**src/rtl/serial_adder.sv**
```systemverilog
// Bit-serial WIDTH-bit adder: one operand bit pair per cycle through two cascaded
// half-adder stages, with the carry registered between bits and a start/ready/done handshake.
module serial_adder #(
    parameter int WIDTH = 8
) (
    input  logic             clk,
    input  logic             rst,
    input  logic             start,
    input  logic [WIDTH-1:0] a,
    input  logic [WIDTH-1:0] b,
    output logic             ready,
    output logic             busy,
    output logic             done,
    output logic [WIDTH-1:0] sum,
    output logic             cout
);

    localparam int CNT_W = $clog2(WIDTH + 1);

    localparam logic [1:0] IDLE  = 2'd0;
    localparam logic [1:0] SHIFT = 2'd1;
    localparam logic [1:0] DONE  = 2'd2;

    logic [1:0]       state;
    logic [WIDTH-1:0] a_sr;
    logic [WIDTH-1:0] b_sr;
    logic [WIDTH-1:0] res_sr;
    logic [WIDTH-1:0] res_next;
    logic             carry;
    logic [CNT_W-1:0] cnt;

    logic ha0_s;
    logic ha0_c;
    logic ha1_s;
    logic ha1_c;
    logic carry_next;
    logic last_bit;
    logic accept;

    // Full add built from two half adders: (a^b, a&b) then (p^carry, p&carry).
    assign ha0_s      = a_sr[0] ^ b_sr[0];
    assign ha0_c      = a_sr[0] & b_sr[0];
    assign ha1_s      = ha0_s ^ carry;
    assign ha1_c      = ha0_s & carry;
    assign carry_next = ha0_c | ha1_c;

    generate
        if (WIDTH == 1) begin : g_res_w1
            assign res_next = ha1_s;
        end else begin : g_res_wn
            assign res_next = {ha1_s, res_sr[WIDTH-1:1]};
        end
    endgenerate

    assign last_bit = (cnt == CNT_W'(WIDTH - 1));
    assign ready    = (state == IDLE) || (state == DONE);
    assign busy     = (state == SHIFT);
    assign done     = (state == DONE);
    assign accept   = ready && start;

    always_ff @(posedge clk or posedge rst) begin
        if (rst) begin
            state  <= IDLE;
            a_sr   <= '0;
            b_sr   <= '0;
            res_sr <= '0;
            carry  <= 1'b0;
            cnt    <= '0;
            sum    <= '0;
            cout   <= 1'b0;
        end else begin
            case (state)
                SHIFT: begin
                    a_sr   <= a_sr >> 1;
                    b_sr   <= b_sr >> 1;
                    res_sr <= res_next;
                    carry  <= carry_next;
                    cnt    <= cnt + CNT_W'(1);
                    if (last_bit) begin
                        state <= DONE;
                        sum   <= res_next;
                        cout  <= carry_next;
                    end
                end
                IDLE, DONE: begin
                    // DONE accepts a new start directly so back-to-back operations have no gap.
                    if (accept) begin
                        state <= SHIFT;
                        a_sr  <= a;
                        b_sr  <= b;
                        carry <= 1'b0;
                        cnt   <= '0;
                    end else begin
                        state <= IDLE;
                    end
                end
                default: state <= IDLE;
            endcase
        end
    end

endmodule
```
**config.mk**
```make
export PLATFORM = sky130hd
export DESIGN_NAME = serial_adder
export DESIGN_NICKNAME = d
export VERILOG_FILES = /design/src/rtl/serial_adder.sv
export SDC_FILE = /design/constraint.sdc
export NUM_CORES = 1
export LEC_CHECK = 0
export BUFFER_PORTS_ARGS = -buffer_cell sky130_fd_sc_hd__buf_2
export CAP_MARGIN = 20
export CORE_UTILIZATION = 40
export CTS_BUF_LIST = sky130_fd_sc_hd__clkbuf_4 sky130_fd_sc_hd__clkbuf_8 sky130_fd_sc_hd__clkbuf_16
export DETAILED_ROUTE_END_ITERATION = 8
export SETUP_SLACK_MARGIN = 0.3
export SLEW_MARGIN = 10
export SYNTH_ARGS = -nofsm -noshare
export SYNTH_HDL_FRONTEND = slang
export SYNTH_SLANG_ARGS = --single-unit
```
**constraint.sdc**
```tcl
create_clock -name clk -period 2.5 [get_ports clk]
set_input_delay 0.5 -clock clk [delete_from_list [all_inputs] [get_ports clk]]
set_output_delay 0.5 -clock clk [all_outputs]
set_load 0.02 [all_outputs]
```
* Word-level counts from Yosys, hierarchy flattened *
Cells that the tools add are included.

word-level totals
  register bits = 40
  bits of input ports = 19
  output and inout bits = 12
  logic and storage cells = 37

operators by class
  add/sub/neg operators = 1
  equality and inequality tests = 5
  mux-type cells = 11
  bitwise logic cells = 5
  reduce and logical (&&, ||, !) cells = 7

operators with widths
  operator               number
  $pmux W8 S2            2
  $mux W8                2
  $pmux W4 S2            1
  $add A4 B1 Y4 const B  1
  $eq A4 B3 Y1 const B   1
  $mux W4                1
  $pmux W2 S2            1
  $reduce_and A2 Y1      2
  $and A1 B1 Y1          2
  $eq A2 B1 Y1 const B   1
  $eq A2 B2 Y1 const B   1
  $logic_not A2 Y1       1
  $mux W1                2
  $mux W2                1
  $ne A2 B1 Y1 const B   1
  $ne A2 B2 Y1 const B   1
  $pmux W1 S2            1
  $reduce_bool A2 Y1     1
  $reduce_or A2 Y1       1
  $xor A1 B1 Y1          2
  $logic_and A1 B1 Y1    1
  $logic_or A1 B1 Y1     1
  $or A1 B1 Y1           1

* Depth between registers and ports, before layout *
  word-level depth = 5
  mapped depth = 6
  depth with buffers taken out = 4

* Worst setup path after synthesis *
Ideal clock, no wire load.

  kind = register -> output
  start = reg state[0]
  end = out done
  arrival time = 1062 ps
  required time = 2000 ps
  path slack = 938 ps
  stages on the path, launching flop included = 4
  path through = dfrtp_1 > buf_4 > buf_2 > nor2b_1

between the ends
  word-level cells in the longest chain between the ends = 1

RTL lines
  element                 line  RTL
  from (decl)             24    logic [1:0] state;
  from (signal assigned)  63    state <= IDLE;
  from (signal assigned)  80    state <= DONE;
  from (signal assigned)  88    state <= SHIFT;
  $eq A2 B2 Y1            58    assign done = (state == DONE);
  to (decl)               13    output logic done,

No other way between the ends.

* Final worst setup path *
  start = reg state[1]
  end = out busy

between the ends
  word-level cells in the longest chain between the ends = 1

RTL lines
  element       line  RTL
  $eq A2 B1 Y1  57    assign busy = (state == SHIFT);
  to (decl)     12    output logic busy,

No other way between the ends.

==> flow_summary_export.csv <==
group,metric,value,unit
outcome,status,"finished clean",
logic_synthesis,synth-seq-cells,39,
clock_tree,cts_num_sinks,39,
worst_setup_path,crit_type,"register to output pin",
route,vias_per_cell,5.18,
sta,setup_tns,0,ps
global_route,grt_max_degree,40,
route,wl_met2,1.46,mm
floorplan,initial_core_util,0.420,
finish,num_antenna_cells,0,
global_route,grt_pass1_wl,5.09,mm
sta,fmax,519,MHz
route,num_vias,1175,
worst_setup_path,path_cells,"nand2b_2 -> inv_6 -> buf_2",
pwr,p_per_area,1330,nW/um^2
worst_setup_path,slowest_delay,380,ps
clock_tree,ctsHtreeMaxLevel,2,
floorplan,die_h,67.0,microns
worst_setup_path,crit_arrival,1430,ps
worst_setup_path,r2r-start,"state[1]",
sta,rsz0062_at_grt,"false",
global_route,antenna_found_initial,0,
finish,num-nets-final,199,
worst_setup_path,end_kind,"output pin",
clock_tree,cts_tree,"yes",
route,routed_wl,3.00,mm
global_route,overflow,0,
route,wl_met3,166,microns
logic_synthesis,yosysUniqueCellTypes,24,
worst_setup_path,worstReg2RegEnd,"sum[3]",
logic_synthesis,yosysSeqAreaShare,0.577,
route,post_drt_wl_per_cell,13.2,microns
place,gp_congestion,0.725,
logic_synthesis,synth_fp_nets,168,
clock_tree,clk-insertion-delay-late,280,ps
sta,setup_violations,0,
finish,n_fill_cell,381,
clock_tree,clk_path_buf_depth,2,
sta,slew_viol_final,0,
worst_hold_path,holdCritPathClass,"input pin to async pin",
place,numPortBuffers,30,
route,highest_layer,"met4",
floorplan,row_count,23,
logic_synthesis,synthSimpleGateAreaFrac,0.132,
route,first_iter_violations,50,
sta,relSlewSlack,0.661,
sta,final-hold-violation-count,0,
clock_tree,cts_root_buffer,"clkbuf_8",
logic_synthesis,syn_avg_cell_area,11.5,sq um
logic_synthesis,synth_top_family_by_area,"multiplexers",
route,drc_errors,0,
logic_synthesis,post_synth_fa_ha_maj_area_fraction,0.0192,
floorplan,core_area,4030,sq um
sta,fin_skew,3.03,ps
run,cap_violations,0,
worst_setup_path,crit_path_start_kind,"register",
logic_synthesis,synth_area,1690,sq um
route,antenna_left,0,
pwr,p_leak,0.965,nW
logic_synthesis,synth_xor_area_frac,0,
route,dr.pass1.iters,4,
worst_setup_path,worstPathRequired,2000,ps
logic_synthesis,synth_compound_area_frac,0.0821,
worst_setup_path,slowest_stage,"dfrtp_1",
logic_synthesis,muxShareOfSynthArea,0.155,
finish,area_growth,16.0,%
sta,min_period,1930,ps
route,met1_length,1.33,mm
worst_setup_path,r2r_setup_slack,790,ps
logic_synthesis,synth_warnings,0,
finish,instances_no_fill,227,
clock_tree,clkTransAtPathRegs,70,ps
clock_tree,numCtsBuffers,5,
logic_synthesis,synthCells,147,
place,dp_cells,221,
pwr,peakVddDrop,0.527,mV
floorplan,ios,31,
worst_setup_path,critPathMaxFanout,28,
floorplan,dieArea,4490,sq um
global_route,grt_pass1_vias,1141,
floorplan,die_w,67.0,microns
global_route,grt_usage,0.157,
finish,final_layout_size_suffix_gt1_frac,0.299,
sta,finalCritPeriodShare,0.770,
worst_setup_path,reg2reg_depth,3,
place,place_hpwl,2.12,mm
sta,tightest_slew,507,ps
==> cell type report <==
| class | count | area, sq um | share of cell area |
|---|---|---|---|
| clock buffers | 6 | 76.3 | 0.0389 |
| inverters | 3 | 16.3 | 0.00829 |
| multi-input cells | 96 | 658 | 0.335 |
| flip-flops and latches | 39 | 976 | 0.497 |
| well taps | 50 | 62.6 | 0.0319 |
| repair buffers | 33 | 173 | 0.0880 |
==> flip-flops by register name (all words and copies together) (netlist names) <==
register  flops
cnt           4
cout          1
carry         1
state         2
sum           8
b_sr          8
res_sr        7
a_sr          8
==> report_power, final <==
group	total, W	internal [W]	switching, W
clock	0.000385	0.000196	0.000189
combinational	0.00111	0.000478	0.000630
sequential	0.00112	0.000940	0.000184
total	0.00262	0.00161	0.00100
==> cells in the mapped netlist <==
| cell type | count | area [sq um] |
|---|---|---|
| or2_2 | 1 | 6.26 |
| nor3_4 | 1 | 16.3 |
| o21ba_2 | 1 | 10.0 |
| a21oi_1 | 15 | 75.1 |
| buf_2 | 3 | 15.0 |
| nor3_1 | 14 | 70.1 |
| buf_4 | 1 | 7.51 |
| inv_1 | 2 | 7.51 |
| nor2b_1 | 3 | 18.8 |
| nand4b_1 | 1 | 8.76 |
| buf_1 | 1 | 3.75 |
| dfrtp_1 | 39 | 976 |
| ha_1 | 1 | 12.5 |
| mux2_2 | 9 | 101 |
| inv_2 | 1 | 3.75 |
| a22o_1 | 5 | 43.8 |
| mux2i_1 | 16 | 160 |
| nor2_1 | 2 | 7.51 |
| buf_6 | 1 | 11.3 |
| fa_1 | 1 | 20.0 |
| clkbuf_1 | 3 | 11.3 |
| nand2b_1 | 2 | 12.5 |
| nand2_1 | 22 | 82.6 |
| o21ai_0 | 2 | 10.0 |
==> placed cells by master, fill, tap and decap left out <==
| cell type | synthesis | routed |
|---|---|---|
| clkbuf_8 | 0 | 5 |
| nor3_1 | 14 | 14 |
| dfrtp_1 | 39 | 39 |
| nand2b_1 | 2 | 1 |
| a22o_1 | 5 | 5 |
| o21ai_0 | 2 | 2 |
| nand2b_2 | 0 | 1 |
| mux2_2 | 9 | 9 |
| nor3_4 | 1 | 1 |
| fa_1 | 1 | 1 |
| nor2b_1 | 3 | 3 |
| inv_1 | 2 | 2 |
| buf_4 | 1 | 3 |
| inv_6 | 0 | 1 |
| mux2i_1 | 16 | 16 |
| a21oi_1 | 15 | 15 |
| nor2_1 | 2 | 2 |
| nand4b_1 | 1 | 1 |
| o21ba_2 | 1 | 1 |
| nand2_1 | 22 | 22 |
| ha_1 | 1 | 1 |
| or2_2 | 1 | 1 |
| buf_2 | 3 | 30 |
| clkbuf_4 | 0 | 1 |
==> routing by layer <==
metal	global-route usage	vias to the layer above
met5	0	-
met4	0.0612	0
met3	0.0616	4
met2	0.245	24
met1	0.193	571
li1	-	576
==> metrics by stage <==
stage / hold slack, ps / total power (W) / setup slack (ps) / area, sq um / utilization
6_report: 322 / 0.00262 / 574 / 1960 / 0.487
5_1_grt: 353 / 0.00285 / 452 / 1960 / 0.487
4_1_cts: 340 / 0.00265 / 358 / 1960 / 0.486
3_5_place_dp: 465 / 0.00225 / 562 / 1880 / 0.466
3_3_place_gp: 472 / 0.00221 / 597 / 1880 / 0.466
2_1_floorplan: 440 / 0.00198 / 938 / 1690 / -
==> critical path: cells and delay by family (launching register included) <==
kind / cells / cell delay (ps)
flops: 1 / 380
buf+inv: 2 / 440
simple gates: 1 / 320
==> how the worst max path moves through the flow <==
stage,start,end,slack [ps]
after global routing,state[1],busy,450
after global placement,state[1],busy,600
after detailed placement,state[1],busy,560
after floorplan,state[0],done,940
after CTS,state[1],busy,360
final,state[1],busy,570
==> kinds of logic after synthesis <==
family	after synthesis
simple gates	46
flops	39
mux	25
compound gates	23
buf+inv	12
fa+ha+maj	2
==> what timing repair did <==
| action | 4_1_cts | 5_1_grt |
|---|---|---|
| buffers inserted | 0 | 0 |
| resized for setup | 1 | 2 |
| hold buffers | 0 | 0 |
| gates cloned | 0 | 0 |
| endpoints found under the setup margin | 1 | 1 |
Power figures use the tool's default switching activity.
